[config.mk]
export PLATFORM = sky130hd
export DESIGN_NAME = xbar_forward_arbiter
export DESIGN_NICKNAME = d
export VERILOG_FILES = /design/src/rtl/xbar_forward_arbiter.sv
export SDC_FILE = /design/constraint.sdc
export NUM_CORES = 1
export LEC_CHECK = 0
export ABC_AREA = 1
export CAP_MARGIN = 20
export CELL_PAD_IN_SITES_DETAIL_PLACEMENT = 0
export CELL_PAD_IN_SITES_GLOBAL_PLACEMENT = 1
export CORE_ASPECT_RATIO = 0.8
export CORE_MARGIN = 1.5
export CORE_UTILIZATION = 26
export CTS_CLUSTER_DIAMETER = 50
export DETAILED_ROUTE_END_ITERATION = 10
export GPL_TIMING_DRIVEN = 0
export PLACE_DENSITY_LB_ADDON = 0.05
export SLEW_MARGIN = 5
export SYNTH_ARGS = -nofsm -noshare
export SYNTH_HDL_FRONTEND = slang
export SYNTH_SLANG_ARGS = --single-unit
[constraint.sdc]
create_clock -name ACLK -period 2.6 [get_ports ACLK]
set_input_delay 0.26 -clock ACLK [delete_from_list [all_inputs] [get_ports ACLK]]
set_output_delay 0.26 -clock ACLK [all_outputs]
set_load 0.005 [all_outputs]
[src/rtl/xbar_forward_arbiter.sv]
// xbar_forward_arbiter: per-slave forward-path arbiter of the crossbar.
// Arbitrates the AR and AW requests that masters have decoded to this slave,
// widens IDs with the master index and drives registered AXI request stages.
// An AW grant locks the W channel to the granted master until its WLAST beat.
// Build option: define XBAR_FWD_FIXED_PRIO_EN for fixed priority (lowest
// master index wins) instead of round-robin on AR and AW.
module xbar_forward_arbiter #(
    parameter int ID_WIDTH          = 4,
    parameter int IDS_WIDTH         = 8,
    parameter int ADDR_WIDTH        = 32,
    parameter int LEN_WIDTH         = 4,
    parameter int SIZE_WIDTH        = 3,
    parameter int DATA_WIDTH        = 32,
    parameter int STRB_WIDTH        = 4,
    parameter int masters           = 2,
    parameter int slaves            = 2,
    parameter int i_am_slave_number = 0,
    localparam int MW = $clog2(masters),
    localparam int SW = $clog2(slaves)
) (
    input  logic                                  ACLK,
    input  logic                                  ARESETn,
    input  logic [masters-1:0]                    mst_ar_empty,
    input  logic [masters-1:0][SW-1:0]            mst_ar_dest,
    input  logic [masters-1:0][ID_WIDTH-1:0]      mst_arid,
    input  logic [masters-1:0][ADDR_WIDTH-1:0]    mst_araddr,
    input  logic [masters-1:0][LEN_WIDTH-1:0]     mst_arlen,
    input  logic [masters-1:0][SIZE_WIDTH-1:0]    mst_arsize,
    input  logic [masters-1:0][1:0]               mst_arburst,
    output logic [masters-1:0]                    ar_accept,
    input  logic [masters-1:0]                    mst_aw_empty,
    input  logic [masters-1:0][SW-1:0]            mst_aw_dest,
    input  logic [masters-1:0][ID_WIDTH-1:0]      mst_awid,
    input  logic [masters-1:0][ADDR_WIDTH-1:0]    mst_awaddr,
    input  logic [masters-1:0][LEN_WIDTH-1:0]     mst_awlen,
    input  logic [masters-1:0][SIZE_WIDTH-1:0]    mst_awsize,
    input  logic [masters-1:0][1:0]               mst_awburst,
    output logic [masters-1:0]                    aw_accept,
    input  logic [masters-1:0]                    mst_w_empty,
    input  logic [masters-1:0][SW-1:0]            mst_w_dest,
    input  logic [masters-1:0][DATA_WIDTH-1:0]    mst_wdata,
    input  logic [masters-1:0][STRB_WIDTH-1:0]    mst_wstrb,
    input  logic [masters-1:0]                    mst_wlast,
    output logic [masters-1:0]                    w_accept,
    output logic [IDS_WIDTH-1:0]                  ARID_S,
    output logic [ADDR_WIDTH-1:0]                 ARADDR_S,
    output logic [LEN_WIDTH-1:0]                  ARLEN_S,
    output logic [SIZE_WIDTH-1:0]                 ARSIZE_S,
    output logic [1:0]                            ARBURST_S,
    output logic                                  ARVALID_S,
    input  logic                                  ARREADY_S,
    output logic [IDS_WIDTH-1:0]                  AWID_S,
    output logic [ADDR_WIDTH-1:0]                 AWADDR_S,
    output logic [LEN_WIDTH-1:0]                  AWLEN_S,
    output logic [SIZE_WIDTH-1:0]                 AWSIZE_S,
    output logic [1:0]                            AWBURST_S,
    output logic                                  AWVALID_S,
    input  logic                                  AWREADY_S,
    output logic [DATA_WIDTH-1:0]                 WDATA_S,
    output logic [STRB_WIDTH-1:0]                 WSTRB_S,
    output logic                                  WLAST_S,
    output logic                                  WVALID_S,
    input  logic                                  WREADY_S
);

    localparam logic [SW-1:0] MY_SLV = SW'(i_am_slave_number);

    // Returns {found, index} of the first requester scanning start, start+1, ...
    function automatic logic [MW:0] rr_pick(input logic [masters-1:0] req, input int start);
        logic [MW:0]   res;
        logic [MW-1:0] idx;
        res = '0;
        for (int k = masters - 1; k >= 0; k--) begin
            idx = MW'((start + k) % masters);
            if (req[idx]) res = {1'b1, idx};
        end
        return res;
    endfunction

    logic                  ar_valid_q, ar_valid_d, aw_valid_q, aw_valid_d, w_valid_q, w_valid_d;
    logic [IDS_WIDTH-1:0]  ar_id_q, ar_id_d, aw_id_q, aw_id_d;
    logic [ADDR_WIDTH-1:0] ar_addr_q, ar_addr_d, aw_addr_q, aw_addr_d;
    logic [LEN_WIDTH-1:0]  ar_len_q, ar_len_d, aw_len_q, aw_len_d;
    logic [SIZE_WIDTH-1:0] ar_size_q, ar_size_d, aw_size_q, aw_size_d;
    logic [1:0]            ar_burst_q, ar_burst_d, aw_burst_q, aw_burst_d;
    logic [DATA_WIDTH-1:0] w_data_q, w_data_d;
    logic [STRB_WIDTH-1:0] w_strb_q, w_strb_d;
    logic                  w_last_q, w_last_d, w_lock_q, w_lock_d;
    logic [MW-1:0]         w_owner_q, w_owner_d;
    logic [MW-1:0]         rr_ar_q, rr_ar_d, rr_aw_q, rr_aw_d;
    logic [masters-1:0]    req_ar, req_aw;
    logic [MW:0]           ar_pick, aw_pick;
    logic [MW-1:0]         ar_idx, aw_idx;
    logic                  ar_grant, aw_grant, req_w, w_go;
    int                    ar_start, aw_start;

    // Arbitration, accept strobes and next state of all output stages
    always_comb begin
        for (int m = 0; m < masters; m++) begin
            req_ar[m] = ~mst_ar_empty[m] & (mst_ar_dest[m] == MY_SLV);
            req_aw[m] = ~mst_aw_empty[m] & (mst_aw_dest[m] == MY_SLV);
        end
`ifdef XBAR_FWD_FIXED_PRIO_EN
        ar_start = 0;
        aw_start = 0;
`else
        ar_start = int'(rr_ar_q);
        aw_start = int'(rr_aw_q);
`endif
        ar_pick  = rr_pick(req_ar, ar_start);
        aw_pick  = rr_pick(req_aw, aw_start);
        ar_idx   = ar_pick[MW-1:0];
        aw_idx   = aw_pick[MW-1:0];
        ar_grant = ARESETn & ar_pick[MW] & (~ar_valid_q | ARREADY_S);
        aw_grant = ARESETn & aw_pick[MW] & (~aw_valid_q | AWREADY_S) & ~w_lock_q;
        req_w    = w_lock_q & ~mst_w_empty[w_owner_q] & (mst_w_dest[w_owner_q] == MY_SLV);
        w_go     = ARESETn & req_w & (~w_valid_q | WREADY_S);

        ar_accept = '0;
        aw_accept = '0;
        w_accept  = '0;
        if (ar_grant) ar_accept[ar_idx] = 1'b1;
        if (aw_grant) aw_accept[aw_idx] = 1'b1;
        if (w_go)     w_accept[w_owner_q] = 1'b1;

        ar_valid_d = ar_valid_q;
        ar_id_d    = ar_id_q;
        ar_addr_d  = ar_addr_q;
        ar_len_d   = ar_len_q;
        ar_size_d  = ar_size_q;
        ar_burst_d = ar_burst_q;
        rr_ar_d    = rr_ar_q;
        if (ar_grant) begin
            ar_valid_d = 1'b1;
            ar_id_d    = IDS_WIDTH'({ar_idx, mst_arid[ar_idx]});
            ar_addr_d  = mst_araddr[ar_idx];
            ar_len_d   = mst_arlen[ar_idx];
            ar_size_d  = mst_arsize[ar_idx];
            ar_burst_d = mst_arburst[ar_idx];
            rr_ar_d    = MW'((int'(ar_idx) + 1) % masters);
        end else if (~ar_valid_q | ARREADY_S) begin
            ar_valid_d = 1'b0;
        end

        aw_valid_d = aw_valid_q;
        aw_id_d    = aw_id_q;
        aw_addr_d  = aw_addr_q;
        aw_len_d   = aw_len_q;
        aw_size_d  = aw_size_q;
        aw_burst_d = aw_burst_q;
        rr_aw_d    = rr_aw_q;
        w_lock_d   = w_lock_q;
        w_owner_d  = w_owner_q;
        if (aw_grant) begin
            aw_valid_d = 1'b1;
            aw_id_d    = IDS_WIDTH'({aw_idx, mst_awid[aw_idx]});
            aw_addr_d  = mst_awaddr[aw_idx];
            aw_len_d   = mst_awlen[aw_idx];
            aw_size_d  = mst_awsize[aw_idx];
            aw_burst_d = mst_awburst[aw_idx];
            rr_aw_d    = MW'((int'(aw_idx) + 1) % masters);
            w_lock_d   = 1'b1;
            w_owner_d  = aw_idx;
        end else if (~aw_valid_q | AWREADY_S) begin
            aw_valid_d = 1'b0;
        end

        w_valid_d = w_valid_q;
        w_data_d  = w_data_q;
        w_strb_d  = w_strb_q;
        w_last_d  = w_last_q;
        if (w_go) begin
            w_valid_d = 1'b1;
            w_data_d  = mst_wdata[w_owner_q];
            w_strb_d  = mst_wstrb[w_owner_q];
            w_last_d  = mst_wlast[w_owner_q];
            if (mst_wlast[w_owner_q]) w_lock_d = 1'b0;
        end else if (~w_valid_q | WREADY_S) begin
            w_valid_d = 1'b0;
        end
    end

    // State registers with synchronous active-low reset
    always_ff @(posedge ACLK) begin
        if (!ARESETn) begin
            ar_valid_q <= 1'b0; ar_id_q <= '0; ar_addr_q <= '0;
            ar_len_q   <= '0;   ar_size_q <= '0; ar_burst_q <= '0;
            aw_valid_q <= 1'b0; aw_id_q <= '0; aw_addr_q <= '0;
            aw_len_q   <= '0;   aw_size_q <= '0; aw_burst_q <= '0;
            w_valid_q  <= 1'b0; w_data_q <= '0; w_strb_q <= '0; w_last_q <= 1'b0;
            w_lock_q   <= 1'b0; w_owner_q <= '0;
        end else begin
            ar_valid_q <= ar_valid_d; ar_id_q <= ar_id_d; ar_addr_q <= ar_addr_d;
            ar_len_q   <= ar_len_d;   ar_size_q <= ar_size_d; ar_burst_q <= ar_burst_d;
            aw_valid_q <= aw_valid_d; aw_id_q <= aw_id_d; aw_addr_q <= aw_addr_d;
            aw_len_q   <= aw_len_d;   aw_size_q <= aw_size_d; aw_burst_q <= aw_burst_d;
            w_valid_q  <= w_valid_d;  w_data_q <= w_data_d; w_strb_q <= w_strb_d; w_last_q <= w_last_d;
            w_lock_q   <= w_lock_d;   w_owner_q <= w_owner_d;
        end
    end

`ifdef XBAR_FWD_FIXED_PRIO_EN
    assign rr_ar_q = '0;
    assign rr_aw_q = '0;
`else
    // Round-robin pointers
    always_ff @(posedge ACLK) begin
        if (!ARESETn) begin
            rr_ar_q <= '0;
            rr_aw_q <= '0;
        end else begin
            rr_ar_q <= rr_ar_d;
            rr_aw_q <= rr_aw_d;
        end
    end
`endif

    assign ARVALID_S = ar_valid_q;
    assign ARID_S    = ar_id_q;
    assign ARADDR_S  = ar_addr_q;
    assign ARLEN_S   = ar_len_q;
    assign ARSIZE_S  = ar_size_q;
    assign ARBURST_S = ar_burst_q;
    assign AWVALID_S = aw_valid_q;
    assign AWID_S    = aw_id_q;
    assign AWADDR_S  = aw_addr_q;
    assign AWLEN_S   = aw_len_q;
    assign AWSIZE_S  = aw_size_q;
    assign AWBURST_S = aw_burst_q;
    assign WVALID_S  = w_valid_q;
    assign WDATA_S   = w_data_q;
    assign WSTRB_S   = w_strb_q;
    assign WLAST_S   = w_last_q;

endmodule

==> results.py, run 1 <==
metrics = {
    "clock_network": {
        "clk-insertion-delay-late_ps": 430,
        "numClockSinks": 135,
        "h-tree-depth": 4,
        "root_buffer": "clkbuf_16",
        "clk_pin_slew_ps": 60,
        "cts_tree": "done",
        "numCtsBuffers": 17,
        "cts_buffer_depth": 2,
    },
    "hold_path": {
        "hold_class": "in2reg",
        "hold_path.startpoint": "ARESETn",
        "min_to": "ARVALID_S",
        "hold_depth": 3,
    },
    "sta": {
        "worst_pin_slew_ps": 675,
        "layout_min_cycle_time_ps": 2430,
        "setup_viol_count_final": 0,
        "hold_violations": 0,
        "fin_skew_ps": 13.5,
        "max-slew-margin-rel_pct": 55.0,
        "slew_viol_final": 0,
        "grt_setup_unrepaired": "no",
        "fin_tns_setup_ps": 0,
        "finalCritPeriodShare_pct": 93.6,
        "fmax_ghz": 0.411,
    },
    "routing": {
        "via_per_inst": 4.48,
        "vias": 8176,
        "drtIter0Drc": 410,
        "postRouteAntennaNets": 0,
        "post_drt_wl_per_cell_um": 16.0,
        "wl_mm": 29.2,
        "drc_errors": 0,
        "first_pass_iters": 4,
    },
    "floorplan": {
        "die_w_um": 182,
        "core_region_area_um2": 25300,
        "rows": 52,
        "io_pins": 415,
        "die_y_um": 146,
        "die-area_um2": 26700,
        "initial_core_util_pct": 26.4,
    },
    "global_routing": {
        "overflow": 0,
        "grt_pass1_vias": 7686,
        "track_usage_pct": 21.3,
        "antenna_found_initial": 2,
        "grt_pass1_wl_mm": 43.6,
        "grt_max_degree": 17,
    },
    "power": {
        "seq_power_share_pct": 36.2,
        "internal_power_mw": 4.49,
        "clockPowerShare_pct": 42.9,
        "powerDensity_nw_per_um2": 515,
        "irDropWorstVdd_uv": 437,
        "sw_frac_of_total_pct": 26.5,
        "pwr-share-comb_pct": 20.9,
        "switchingPower_mw": 1.62,
        "p_leak_nw": 4.87,
    },
    "final_layout": {
        "nNetsFinal": 1757,
        "final_common_cell": "nand2_1",
        "area_growth_pct": 77.1,
        "layout_common_cells": "nand2_1 (528), clkdlybuf4s50_1 (406), dfxtp_1 (135)",
        "stdcell_area_um2": 11800,
        "drive_above_1_share_pct": 6.34,
        "utilization_pct": 46.8,
    },
    "yosys": {
        "yosys.area.top_type_share_pct": 40.4,
        "synth-async-reset-ratio_pct": 0,
        "yosysSeqAreaShare_pct": 40.4,
        "ys_types": 19,
        "synth_flop_cell": "dfxtp_1",
        "synth_edf_count": 0,
        "synth_seq_cells": 135,
        "yosys_warnings": 0,
        "syn_area_um2": 6690,
        "syn_inst": 1055,
        "yosys.area.top_type": "dfxtp_1",
        "yosys-top-cells-area": "dfxtp_1 (40%), nand2_1 (30%), a21oi_1 (9.8%)",
        "avgSynthCellArea_um2": 6.34,
    },
    "setup_path": {
        "worst-setup-path-type": "in2out",
        "worstPathMaxFanout": 10,
        "rr_startpoint": "w_owner_q",
        "cp_data_arrival_time_ps": 2170,
        "r2r-end": "WDATA_S[24]",
        "startpoint_type": "input port",
        "crit_slowest_cell": "clkdlybuf4s50_1",
        "end_kind": "output pin",
        "reg2reg_depth": 7,
        "crit_path_max_incr_delay_ps": 580,
        "rrSetupSlack_ps": 830,
        "critPathBufInv": 4,
        "cp_cell_sequence": "clkdlybuf4s50_1, nor2_1, nor2_1, nor2_1, inv_1, buf_2, nor2_1, clkdlybuf4s50_1",
        "cp_common_cell": "nor2_1",
        "path_delay_family": "buffers and inverters",
        "worstPathRequired_ps": 2340,
    },
    "place": {
        "dp_hpwl_mm": 22.6,
        "finalWeightedCongestion": 0.781,
        "portBuffers": 408,
        "post_dp_cell_area_um2": 11200,
    },
    "outcome": {
        "outcome": "finished, final reports clean",
    },
    "flow_run": {
        "maxCapViolations": 0,
    },
}
==> kinds of logic after synthesis <==
family,count (synthesis),share of synthesized area (%)
compound gates,134,10.1
buf+inv,109,8.03
flops,135,40.4
other cells,1,0.0561
simple gates,676,41.4
==> worst register-to-register path: stages (launching register included) <==
cell	delay [ps]
dfxtp_1	460
inv_1	130
nand2_1	80
nand2_1	90
nand3_2	240
clkbuf_1	440
nand2_1	100
a21oi_1	140
==> area by class of cell <==
cell class	count	area, µm²
timing repair buffer	409	4090
inverter	17	63.8
multi-input combinational	816	3480
fill	2653	13500
tap	324	405
clock inverter	13	196
clock buffer	19	433
buffer	90	465
antenna	2	5.00
sequential	135	2700
==> what timing repair did <==
action	in CTS	in global routing
gates resized for setup	1	6
hold buffers	0	0
setup buffers	0	1
setup endpoints to repair	4	6
==> flip-flops by register name (all words and copies together) (netlist names), 2 cells and up <==
register	count
AWSIZE_S	3
AWBURST_S	2
ARBURST_S	2
WSTRB_S	4
ARLEN_S	4
ARADDR_S	32
AWLEN_S	4
WDATA_S	32
AWADDR_S	32
ARID_S	5
AWID_S	4
ARSIZE_S	3
==> power by group through the flow <==
stage	logic [mW]	registers, mW	clock network, mW
finish	1.28	2.21	2.62
global route	1.41	2.22	2.75
CTS	1.29	2.21	2.67
detailed placement	1.29	2.25	0
global placement	1.29	2.25	0
floorplan	0.502	2.26	0
==> cells in the mapped netlist (4+ instances only) <==
cell type / instances
buf_2: 39
buf_1: 6
buf_6: 4
a21oi_1: 131
buf_4: 13
nand2_1: 530
nand3_1: 91
inv_1: 16
nand4_1: 37
dfxtp_1: 135
clkbuf_1: 30
nor2_1: 14
==> metal layers <==
metal | vias to the layer above | track usage (%) | wire length [µm]
li1 | 4244 | - | -
met3 | 20 | 7.78 | 2570
met2 | 286 | 35.5 | 13900
met5 | - | 0 | 0
met4 | 0 | 5.66 | 384
met1 | 3626 | 25.8 | 12300
==> worst max-delay path by stage <==
stage                    startpoint           end  slack [ps]  cells past startpoint
floorplan           mst_ar_empty[0]  ar_accept[0]        1330                      5
global placement            ARESETn  aw_accept[0]        -240                      7
detailed placement          ARESETn  aw_accept[0]        -250                      7
CTS                         ARESETn  aw_accept[0]          10                      7
global route        mst_ar_empty[0]  ar_accept[1]           5                      8
finish              mst_ar_empty[0]  ar_accept[1]         170                      8
==> stage by stage <==
stage / power [mW] / hold WS, ps / std cells / setup WS (ps)
after detailed placement: 3.54 / 455 / 1792 / -250
after floorplan: 2.76 / 358 / 1060 / 1330
final: 6.10 / 403 / 1825 / 167
after global routing: 6.38 / 421 / 1825 / 4.93
after CTS: 6.17 / 381 / 1824 / 10.6
after global placement: 3.54 / 449 / 1792 / -241
No activity file was read; power rests on OpenSTA's default activity.
==> inputs of run 2 (changes only) <==
CAP_MARGIN = unset   (was 20)
==> results of run 2 <==
Final layout, timing and power as in run 1 (identical DEF).
==> inputs of run 3 (changes only) <==
clock period = 2.8 ns   (was 2.6 ns; I/O delays follow)
==> results.py, run 3 (synthesis results as in run 1) <==
metrics = {
    "floorplan": {
        "die_y_um": 146,
        "rows": 52,
        "die_w_um": 182,
        "die-area_um2": 26700,
        "initial_core_util_pct": 26.4,
        "io_pins": 415,
        "core_region_area_um2": 25300,
    },
    "global_routing": {
        "grt_max_degree": 17,
        "antenna_found_initial": 3,
        "track_usage_pct": 21.3,
        "grt_pass1_vias": 7686,
        "overflow": 0,
        "grt_pass1_wl_mm": 43.6,
    },
    "sta": {
        "slew_viol_final": 0,
        "hold_violations": 0,
        "layout_setup_ws_ps": 210,
        "layout_min_cycle_time_ps": 2590,
        "finalCritPeriodShare_pct": 92.5,
        "grt_setup_unrepaired": "no",
        "fin_tns_setup_ps": 0,
        "setup_viol_count_final": 0,
        "fmax_ghz": 0.386,
        "worst_pin_slew_ps": 704,
        "fin_skew_ps": 13.5,
        "max-slew-margin-rel_pct": 53.1,
    },
    "place": {
        "post-place-ws_ps": -90.5,
        "portBuffers": 408,
        "finalWeightedCongestion": 0.781,
        "dp_hpwl_mm": 22.6,
        "place_inst": 1792,
    },
    "clock_network": {
        "h-tree-depth": 4,
        "cts_hold_buf": 0,
        "numClockSinks": 135,
        "clk-insertion-delay-late_ps": 430,
        "root_buffer": "clkbuf_16",
        "cts_buffer_depth": 2,
        "numCtsBuffers": 17,
        "clk_pin_slew_ps": 60,
        "cts_tree": "done",
    },
    "routing": {
        "drtIter0Drc": 420,
        "via_per_inst": 4.47,
        "drc_errors": 0,
        "vias": 8175,
        "post_drt_wl_per_cell_um": 15.9,
        "first_pass_iters": 4,
        "postRouteAntennaNets": 0,
        "wl_mm": 29.1,
    },
    "outcome": {
        "outcome": "finished, final reports clean",
    },
    "final_layout": {
        "nNetsFinal": 1758,
        "utilization_pct": 46.7,
        "area_growth_pct": 76.9,
        "seq_area_um2": 2700,
        "multiInputGateArea_um2": 3470,
        "num-fill-cells": 2652,
        "final_common_cell": "nand2_1",
        "drive_above_1_share_pct": 6.00,
        "fin_cells": 1827,
        "layout_common_cells": "nand2_1 (530), clkdlybuf4s50_1 (407), dfxtp_1 (135)",
    },
    "setup_path": {
        "cp_data_arrival_time_ps": 2310,
        "worst-setup-path-type": "in2out",
        "startpoint_type": "input port",
        "worstPathRequired_ps": 2520,
        "worstPathMaxFanout": 10,
        "end_kind": "output pin",
    },
    "flow_run": {
        "maxCapViolations": 0,
    },
    "power": {
        "clockPowerShare_pct": 42.9,
        "pwr-share-comb_pct": 20.9,
        "power_mw": 5.66,
        "sw_frac_of_total_pct": 26.4,
        "switchingPower_mw": 1.50,
        "irDropWorstVdd_uv": 406,
        "seq_power_share_pct": 36.2,
        "powerDensity_nw_per_um2": 479,
        "internal_power_mw": 4.16,
        "p_leak_nw": 4.85,
    },
    "hold_path": {
        "hold_class": "in2reg",
    },
}
==> run 3: power by group through the flow <==
stage,Clock [mW],Sequential [mW],Combinational [mW]
floorplan,0,2.10,0.466
global route,2.55,2.06,1.30
finish,2.43,2.05,1.18
CTS,2.48,2.05,1.20
detailed placement,0,2.09,1.19
global placement,0,2.09,1.20
==> run 3: layer usage <==
layer	global-route usage (%)	vias up	wire (µm)
met5	0	-	0
met4	5.66	0	412
met3	7.78	22	2690
met2	35.5	291	13900
met1	25.8	3615	12100
li1	-	4247	-
==> run 3: final cells by class <==
cell class	count	share of cell area, %
timing repair buffer	408	34.5
multi-input combinational	816	29.3
sequential	135	22.8
buffer	92	4.00
clock buffer	19	3.66
tap	324	3.43
clock inverter	13	1.66
inverter	17	0.539
antenna	3	0.0635
==> run 3: stage by stage <==
stage	instance area, µm²	hold WS (ps)
after global routing	11800	417
final	11800	410
after detailed placement	11200	455
after floorplan	6710	378
after CTS	11800	401
after global placement	11200	449
==> run 3: path summary, 6_finish.rpt <==
kind                   from      endpoint  slack, ps  cells past startpoint
setup / recovery    ARESETn  aw_accept[0]        210                      7
hold / removal      ARESETn     ARVALID_S        410                      3
setup reg to reg  w_owner_q   WDATA_S[24]       1180                      7
hold reg to reg     WLAST_S       WLAST_S        460                      2
==> run 3: timing repair <==
item                       CTS  global route
setup endpoints to repair    2             0
buffers inserted             0             0
gates resized for setup      1             0
==> run 3: worst max-delay path, stage by stage <==
cell and delay, ps:
dlygate4sd2_1 430, inv_2 120, a21oi_2 160, nand3b_1 260, buf_2 290, a21oi_1 180, clkdlybuf4s50_1 570
